[config.mk]
export PLATFORM = sky130hd
export DESIGN_NAME = quick_spi_slave
export DESIGN_NICKNAME = d
export VERILOG_FILES = /design/src/rtl/quick_spi_defs.sv /design/src/rtl/quick_spi_sync.sv /design/src/rtl/quick_spi_slave.sv
export SDC_FILE = /design/constraint.sdc
export NUM_CORES = 1
export LEC_CHECK = 0
export CAP_MARGIN = 5
export CORE_MARGIN = 8
export CORE_UTILIZATION = 30
export CTS_CLUSTER_DIAMETER = 150
export DETAILED_ROUTE_END_ITERATION = 6
export GPL_ROUTABILITY_DRIVEN = 0
export SLEW_MARGIN = 20
export SYNTH_ARGS = -nofsm -noshare
export SYNTH_HDL_FRONTEND = slang
export SYNTH_HIERARCHICAL = 1
export SYNTH_SLANG_ARGS = --single-unit
[constraint.sdc]
create_clock -name clk -period 3 [get_ports clk]
set_clock_uncertainty 0.2 [all_clocks]
set_input_delay 0.3 -clock clk [delete_from_list [all_inputs] [get_ports clk]]
set_output_delay 0.3 -clock clk [all_outputs]
set_load 0.005 [all_outputs]
[src/rtl/quick_spi_defs.sv]
// quick_spi_defs: constants and state encoding shared by quick_spi and quick_spi_slave
package quick_spi_defs;
    localparam int LSB_FIRST = 0;
    localparam int MSB_FIRST = 1;
    localparam int LITTLE_ENDIAN = 0;
    localparam int BIG_ENDIAN = 1;
    typedef enum logic [1:0] {
        IDLE    = 2'd0,
        ACTIVE  = 2'd1,
        BLOCKED = 2'd2
    } state_t;
endpackage

[src/rtl/quick_spi_sync.sv]
// quick_spi_sync: 2-FF synchroniser with registered rise/fall detection for one asynchronous bit
//   clk  in   system clock
//   d    in   asynchronous input
//   q    out  synchronised level, aligned with rise/fall
//   rise out  one-cycle pulse on a synchronised 0->1
//   fall out  one-cycle pulse on a synchronised 1->0
module quick_spi_sync (
    input  logic clk,
    input  logic d,
    output logic q,
    output logic rise,
    output logic fall
);
    logic s1, s2;
    // Left unreset so the level seen right after reset reflects the pin.
    always_ff @(posedge clk) begin
        s1   <= d;
        s2   <= s1;
        q    <= s2;
        rise <= s2 & ~q;
        fall <= ~s2 & q;
    end
endmodule

[src/rtl/quick_spi_slave.sv]
// quick_spi_slave: oversampling SPI responder, one RX/TX frame per select
//   clk, reset_n        system clock, synchronous active-low reset
//   enable              frame accepted only if high when select falls
//   sclk, ss_n, mosi    asynchronous SPI pins from the initiator
//   miso, miso_oe       serial reply and its pad enable
//   tx_data             reply word, latched at frame start
//   rx_data, rx_valid   received word and its one-cycle update pulse
//   frame_error         one-cycle pulse when a frame ends short
//   busy                high while a frame is being served
module quick_spi_slave
    import quick_spi_defs::*;
#(
    parameter int RX_DATA_WIDTH   = 16,
    parameter int TX_DATA_WIDTH   = 8,
    parameter int BITS_ORDER      = MSB_FIRST,
    parameter bit CPOL            = 1'b0,
    parameter bit CPHA            = 1'b0,
    parameter bit MISO_IDLE_VALUE = 1'b0
) (
    input  logic                     clk,
    input  logic                     reset_n,
    input  logic                     enable,
    input  logic                     sclk,
    input  logic                     ss_n,
    input  logic                     mosi,
    output logic                     miso,
    output logic                     miso_oe,
    input  logic [TX_DATA_WIDTH-1:0] tx_data,
    output logic [RX_DATA_WIDTH-1:0] rx_data,
    output logic                     rx_valid,
    output logic                     frame_error,
    output logic                     busy
);
    localparam int RCW = $clog2(RX_DATA_WIDTH + 1);
    localparam int TCW = $clog2(TX_DATA_WIDTH + 1);

    state_t state, state_nxt;
    logic unused_sclk_q, sclk_rise, sclk_fall;
    logic ss_q, ss_rise, ss_fall;
    logic mosi_q, unused_mosi_rise, unused_mosi_fall;
    logic [RX_DATA_WIDTH-1:0] rx_sr, rx_shift_in;
    logic [TX_DATA_WIDTH-1:0] tx_sr;
    logic [RCW-1:0] rx_count;
    logic [TCW-1:0] tx_count;
    logic lead, trail, sample, shift, active, start, rx_full, rx_last, tx_more;

    quick_spi_sync u_sclk (.clk(clk), .d(sclk), .q(unused_sclk_q), .rise(sclk_rise), .fall(sclk_fall));
    quick_spi_sync u_ss   (.clk(clk), .d(ss_n), .q(ss_q), .rise(ss_rise), .fall(ss_fall));
    quick_spi_sync u_mosi (.clk(clk), .d(mosi), .q(mosi_q), .rise(unused_mosi_rise), .fall(unused_mosi_fall));

    function automatic logic tx_first(input logic [TX_DATA_WIDTH-1:0] x);
        return BITS_ORDER == MSB_FIRST ? x[TX_DATA_WIDTH-1] : x[0];
    endfunction

    function automatic logic [TX_DATA_WIDTH-1:0] tx_next(input logic [TX_DATA_WIDTH-1:0] x);
        return BITS_ORDER == MSB_FIRST ? x << 1 : x >> 1;
    endfunction

    assign lead        = CPOL ? sclk_fall : sclk_rise;
    assign trail       = CPOL ? sclk_rise : sclk_fall;
    assign sample      = CPHA ? trail : lead;
    assign shift       = CPHA ? lead : trail;
    assign active      = state == ACTIVE;
    assign start       = state == IDLE && ss_fall && enable;
    assign rx_full     = rx_count == RCW'(RX_DATA_WIDTH);
    assign rx_last     = sample && rx_count == RCW'(RX_DATA_WIDTH - 1);
    assign tx_more     = tx_count < TCW'(TX_DATA_WIDTH);
    assign rx_shift_in = BITS_ORDER == MSB_FIRST
                       ? (rx_sr << 1) | RX_DATA_WIDTH'(mosi_q)
                       : (rx_sr >> 1) | {mosi_q, {(RX_DATA_WIDTH-1){1'b0}}};

    // A select already low at reset is a frame joined mid-way: ignore it.
    always_ff @(posedge clk) begin
        if (!reset_n) state <= ss_q ? IDLE : BLOCKED;
        else          state <= state_nxt;
    end

    always_comb begin
        state_nxt = state == IDLE ? (ss_fall ? (enable ? ACTIVE : BLOCKED) : IDLE)
                                  : (ss_rise ? IDLE : state);
    end

    always_comb begin
        busy    = active;
        miso_oe = active;
    end

    // With CPHA=0 the first bit goes out on entry, so tx_count starts at 1.
    always_ff @(posedge clk) begin
        if (!reset_n) begin
            rx_sr       <= '0;
            rx_count    <= '0;
            tx_sr       <= '0;
            tx_count    <= '0;
            rx_data     <= '0;
            rx_valid    <= 1'b0;
            frame_error <= 1'b0;
            miso        <= MISO_IDLE_VALUE;
        end else begin
            rx_valid    <= 1'b0;
            frame_error <= 1'b0;
            if (start) begin
                rx_count <= '0;
                tx_sr    <= CPHA ? tx_data : tx_next(tx_data);
                tx_count <= CPHA ? TCW'(0) : TCW'(1);
                miso     <= CPHA ? MISO_IDLE_VALUE : tx_first(tx_data);
            end else if (active) begin
                if (sample && !rx_full) begin
                    rx_sr    <= rx_shift_in;
                    rx_count <= rx_count + RCW'(1);
                    if (rx_last) begin
                        rx_data  <= rx_shift_in;
                        rx_valid <= 1'b1;
                    end
                end
                if (shift) begin
                    miso     <= tx_more ? tx_first(tx_sr) : MISO_IDLE_VALUE;
                    tx_sr    <= tx_next(tx_sr);
                    tx_count <= tx_more ? tx_count + TCW'(1) : tx_count;
                end
                // A final sample in the same cycle as the select rise still completes the word.
                if (ss_rise) begin
                    frame_error <= !(rx_full || rx_last);
                    miso        <= MISO_IDLE_VALUE;
                end
            end else begin
                miso <= MISO_IDLE_VALUE;
            end
        end
    end
endmodule

; Word-level counts from Yosys, hierarchy flattened
; Cells that the tools add are included.
[op_classes]
add_sub_neg = 2
multipliers = 0
div_mod_pow = 0
order_cmp = 1
n_eq_ne = 5
shift = 0
n_mux = 19
bitwise_logic = 14
reduce_logical = 20
[ops]
columns = operator, count
row1 = $mux W8, 3
row2 = $or A16 B1 Y16, 1
row3 = $mux W2, 6
row4 = $mux W1, 10
row5 = $not A1 Y1, 9
row6 = $reduce_and A3 Y1, 3
row7 = $reduce_or A4 Y1, 2
row8 = $reduce_bool A2 Y1, 3
row9 = $add A5 B1 Y5 const B, 1
row10 = $eq A5 B4 Y1 const B, 1
row11 = $eq A5 B5 Y1 const B, 1
row12 = $add A4 B1 Y4 const B, 1
row13 = $and A1 B1 Y1, 4
row14 = $logic_and A1 B1 Y1, 4
row15 = $lt A4 B4 Y1 const B, 1
row16 = $ne A4 B1 Y1 const B, 1
row17 = $reduce_and A2 Y1, 2
row18 = $reduce_and A4 Y1, 1
row19 = $ne A3 B1 Y1 const B, 1
row20 = $eq A2 B1 Y1 const B, 1
row21 = $logic_not A1 Y1, 2
row22 = $logic_not A2 Y1, 1
row23 = $reduce_or A2 Y1, 1
row24 = $logic_or A1 B1 Y1, 1
[totals]
ff_bits = 65
latchBits = 0
ram_bits = 0
mem_bits_ro = 0
input_bits = 14
wordCells = 84
n_memories = 0

; Logic depth before layout (Yosys ltp)
; Gate-level depths: netlist of run 1.
[depth]
depth_word = 6
depth_mapped = 8

; Hierarchy
; The synthesis of run 1 kept the hierarchy.
[modules_own_cells]
columns = module, n_inst, cells_each, area_each_um2
row1 = quick_spi_slave, 1, 219, 2112.0
row2 = quick_spi_sync, 3, 7, 115.1

; Worst setup path after synthesis of run 1
; No wires, ideal clock.
[synth_timing]
path_kind = reg2reg
start = register rx_count[0]
end = register rx_data[3]
setup_time_ps = 119
arrival_ps = 1541
setup_slack_ps = 1140
stages_incl_launch_ff = 8
n_path_buf = 2
synth_period_minus_slack_ps = 1860
path_cell_list = dfxtp_1 inv_1 ha_1 and4bb_4 or3_1 buf_6 buf_12 mux2i_1
[synth_via]
elab_chain_cells = 4
word_cells_on_any_way = 6
classes_between = 2 x eq/ne / 4 x reduce/logical
[synth_rtl]
columns = element, line_no
row1 = from (decl), quick_spi_slave.sv:43  ; logic [RCW-1:0] rx_count;
row2 = from (signal assigned), quick_spi_slave.sv:110  ; rx_count <= rx_count + RCW'(1);
row3 = $eq A5 B5 Y1, quick_spi_slave.sv:65  ; assign rx_full = rx_count == RCW'(RX_DATA_WIDTH);
row4 = $logic_not A1 Y1, quick_spi_slave.sv:108  ; if (sample && !rx_full) begin
row5 = $logic_and A1 B1 Y1, quick_spi_slave.sv:108
row6 = $reduce_and A4 Y1 (no source line) *, --
row7 = to (signal assigned), quick_spi_slave.sv:112  ; rx_data <= rx_shift_in;
row8 = to (decl), quick_spi_slave.sv:29  ; output logic [RX_DATA_WIDTH-1:0] rx_data,
; Every way passes the cells marked *; elsewhere a longest branch is shown, timed or not.
; A chain may end at the register's enable or synchronous reset.

; Worst setup path in the final report of run 1
[layout_timing]
start = register rx_count[1]
end = register rx_data[14]
; Same word-level chain as after synthesis.

==> flow_summary.ini, run 1 <==
[status]
status = finished, final reports clean

[place]
pre_cts_slack_ns = 0.7265
port_buffers = 34
dpl.hpwl_mm = 3.090

[synth]
syn_nets = 254
syn_area_sq_um = 2402
synth.avg_cell_area_sq_um = 10.18
ys_warn_count = 6
syn_inst = 236

[die]
fp.coreArea_sq_um = 7727
dieWidth_um = 105.5
die-area_sq_um = 11130
die_h_um = 105.5
rows = 32
initial_core_util_pct = 31.09
io_pins = 35

[cts]
cts_buffer_depth = 2
cts.clk_slew.worst_paths_ns = 0.07
clk_latency_ns = 0.33
ctsResizeCount = 0
cts_tree = done
cts_sinks = 65
cts_max_level = 3
cts_buffers = 9
cts_hold_buf = 0
postCtsSetupBuffers = 0
cts_root_buf = clkbuf_8

[setup_path]
worst_ep_arrival_time_ns = 2.34
rr_worst_depth = 6
r2r-end = rx_data[14]
crit_path_start = rx_count[1]
rr_startpoint = rx_count[1]
startpoint_type = flip-flop
critical_path_required_ns = 3.05
worst-setup-path-type = reg -> reg
cp-end-kind = flip-flop
rrSetupSlack_ns = 0.72
critical_path.max_fanout = 17
crit_end = rx_data[14]

[power_and_ir_drop]
p_total_mw = 1.767
peakVddDrop_v = 0.0002923
p_per_area_nw_per_um2 = 582.8
p_leak_nw = 1.163

[global_route]
grt_pass1_vias = 1709
antenna_found_initial = 0
grt_pass1_wl_mm = 7.976
grt_start_max_net_pins = 33
grt.total_usage_pct = 8.779
grt.overflow.total = 0

[sta]
period_minus_slack_ns = 2.282
slew_viol_final = 0
rsz0062_at_grt = no
setup_viol = 0
relSlewSlack_pct = 36.26
final_hold_viol_count = 0
setup_tns_ns = 0
setup_slack_ns = 0.7177
worst_pin_slew_ns = 0.9561
min_period_over_period_pct = 76.08
hold_ws_ns = 0.1268
max_freq_mhz = 438.1

[worst_hold_path]
min_from = u_sclk/s1
hold_path_depth = 0
hold_path_class = reg -> reg

[layout]
utilization_pct = 39.23
mostFrequentLayoutCells = 63 x dfxtp_1, 51 x nand2_1, 34 x clkdlybuf4s50_1, 31 x mux2i_1, 14 x o21ai_0
area_growth_pct = 26.20
fin_nets = 289
final_common_cell = dfxtp_1
n_antenna_cell = 0
drive_gt1_share_pct = 8.333

[routing]
first_iter_violations = 88
antenna_left = 0
viasPerCell = 4.537
dr.pass1.iters = 4
vias = 1715
drc = 0
wl_per_cell_um = 12.27
drt-total-wl_mm = 4.637

[job]
drv_cap = 0
layer usage:
metal	up-vias	routed length [um]	global-route usage, %
li1	882	-	-
met1	792	2315	10.57
met2	33	1957	12.81
met3	8	257	3.471
met4	0	107	5.505
met5	-	0	0
worst min-delay path by stage:
stage,slack [ns],endpoint
global placement,0.11,u_mosi/s2
global route,0.14,u_sclk/s2
floorplan,0.11,u_mosi/q
finish,0.13,u_sclk/s2
CTS,0.13,u_sclk/s2
detailed placement,0.11,u_mosi/s2
where the power goes:
part / switching [mW] / total [mW] / leakage (nW) / internal (mW)
Clock: 0.355 / 0.796 / 0.105 / 0.441
Combinational: 0.0341 / 0.0714 / 0.524 / 0.0372
Sequential: 0.0141 / 0.900 / 0.534 / 0.886
critical path, stage by stage (launching register included):
cell     delay, ns
dfxtp_1       0.34
ha_1          0.19
and3_1        0.18
ha_1          0.17
nand2_1       0.09
or3_1         0.74
mux2i_1       0.27
flip-flops by register name, summed over array words and instances, names as in the netlist, 2 cells and up:
name,flops
rx_data,16
rx_sr,15
tx_sr,7
rx_count,5
tx_count,4
state,2
cell type report:
class / instances / area [sq um]
Inverter: 6 / 22.52
Sequential cell: 65 / 1321
Timing Repair Buffer: 37 / 362.8
Clock inverter: 6 / 71.32
Fill cell: 772 / 4696
Clock buffer: 10 / 148.9
Tap cell: 102 / 127.6
Multi-Input combinational cell: 152 / 977.2
per-stage QoR:
stage,cells,area (sq um)
final,378,3032
after global routing,378,3032
after CTS,378,3032
after detailed placement,362,2811
after global placement,362,2811
after floorplan,236,2402
No activity file was read; power rests on OpenSTA's default activity.
==> run 2: changes to the inputs <==
==> constraint.sdc (replaced) <==
create_clock -name clk -period 1.9 [get_ports clk]
set_clock_uncertainty 0.2 [all_clocks]
set_input_delay 0.19 -clock clk [delete_from_list [all_inputs] [get_ports clk]]
set_output_delay 0.19 -clock clk [all_outputs]
set_load 0.005 [all_outputs]
==> run 2 against run 1 <==
Effect of this change: sequential share of layout area shrank 0.59 points; critical path type unchanged; total power increased by 51%; largest power group unchanged; first-iteration DRC count increased by 14%; sequential cell count stayed put; critical endpoint is now rx_data[12]; routed wire length down 0.11%; fmax grew 23%.
==> flow_summary.ini, run 2 (synthesis results as in run 1) <==
[status]
status = finished, final reports clean

[sta]
setup_tns_ns = 0
hold_ws_ns = 0.09412
final_hold_viol_count = 0
period_minus_slack_ns = 1.853
max_freq_mhz = 539.8
setup_viol = 0
worst_pin_slew_ns = 0.4895
relSlewSlack_pct = 66.92
min_period_over_period_pct = 97.50
slew_viol_final = 0
setup_slack_ns = 0.04749
rsz0062_at_grt = yes

[place]
pre_cts_slack_ns = 0.005999
port_buffers = 34
placed_area_sq_um = 2869
dpl.hpwl_mm = 3.218
placedCellCount = 368

[worst_hold_path]
min_from = mosi
min_to = u_mosi/s1
hold_path_class = in -> reg
hold_path_depth = 1

[cts]
cts_sinks = 65
cts_tree = done
cts_buffer_depth = 2
cts_root_buf = clkbuf_8
cts_buffers = 9
cts_max_level = 3
cts.clk_slew.worst_paths_ns = 0.07
cts_hold_buf = 0
clk_latency_ns = 0.33

[setup_path]
worst_ep_arrival_time_ns = 1.87
critical_path_required_ns = 1.92
crit_slowest_cell = or3_1
r2r-end = rx_data[12]
rr_worst_depth = 6
path_cells = inv_1, ha_1, and4bb_4, or3_1, buf_4, mux2i_1
path_buf_inv = 2
cp_top_family = simple AND/OR/NAND/NOR gates
slowest_delay_ns = 0.37
critical_path.max_fanout = 8
startpoint_type = flip-flop
cp-end-kind = flip-flop
rr_startpoint = rx_count[0]
worst-setup-path-type = reg -> reg
rrSetupSlack_ns = 0.05

[power_and_ir_drop]
p_total_mw = 2.660
peakVddDrop_v = 0.0003891
p_leak_nw = 1.225
p_per_area_nw_per_um2 = 863.9

[routing]
drc = 0
first_iter_violations = 100
drt-total-wl_mm = 4.632
viasPerCell = 4.512
dr.pass1.iters = 4
wl_per_cell_um = 12.03
vias = 1737
antenna_left = 0

[die]
die-area_sq_um = 11130
io_pins = 35
rows = 32
fp.coreArea_sq_um = 7727
dieWidth_um = 105.5
die_h_um = 105.5
initial_core_util_pct = 31.09

[layout]
reg_top3 = rx_data x16, rx_sr x15, tx_sr x7
largest_reg_flops = 16
top_register = rx_data
area_growth_pct = 28.18
fin_nets = 296
n_antenna_cell = 0
final_area_sq_um = 3079
nFillCells = 757
mostFrequentLayoutCells = 61 x dfxtp_1, 51 x nand2_1, 32 x clkdlybuf4s50_1, 31 x mux2i_1, 14 x o21ai_0
final_common_cell = dfxtp_1
instances_no_fill = 385
drive_gt1_share_pct = 11.31
utilization_pct = 39.85

[global_route]
grt.total_usage_pct = 8.891
grt.overflow.total = 0
grt_start_max_net_pins = 33
antenna_found_initial = 0
grt_pass1_vias = 1714
grt_pass1_wl_mm = 7.928

[job]
drv_cap = 0
==> run 2: layout make-up <==
class	instances	area (sq um)	share of cell area, %
Clock buffer	11	131.4	4.267
Clock inverter	5	56.30	1.829
Multi-Input combinational cell	152	984.7	31.98
Timing Repair Buffer	44	432.9	14.06
Inverter	6	22.52	0.7314
Sequential cell	65	1324	42.99
Tap cell	102	127.6	4.145
==> run 2: what timing repair did <==
item,CTS,global route
gates resized for setup,3,3
setup endpoints to repair,7,19
setup buffers,1,0
==> run 2: worst reg2reg max path, stage by stage, from the launching register on <==
cell and delay (ns):
dfxtp_2 0.35, inv_1 0.06, ha_1 0.21, and4bb_4 0.22, or3_1 0.37, buf_4 0.20
mux2i_1 0.13
==> run 2: worst max path at each step <==
stage                     start          end  slack [ns]  cells past startpoint
finish              rx_count[0]  rx_data[12]        0.05                      6
global route        rx_count[0]   rx_data[9]       -0.04                      7
CTS                    state[1]      miso_oe       0.008                      3
detailed placement  rx_count[0]   rx_data[9]       0.006                      6
global placement    rx_count[0]   rx_data[9]        0.07                      7
floorplan           rx_count[0]   rx_data[3]        0.04                      7
==> run 2: per-layer routing <==
metal  share of wire, %  global-route usage [%]  up-vias  wire [um]
met3                5.1                   3.228       10        235
met5                  0                       0        -          0
met4                3.0                   6.830        0        138
met1                 46                   9.905      793       2143
met2                 46                   13.62       39       2115
li1                   -                       -      895          -
==> run 2: power breakdown <==
part | internal, mW | total, mW | switching (mW)
Combinational | 0.0718 | 0.134 | 0.0621
Sequential | 1.40 | 1.42 | 0.0169
Clock | 0.604 | 1.11 | 0.506
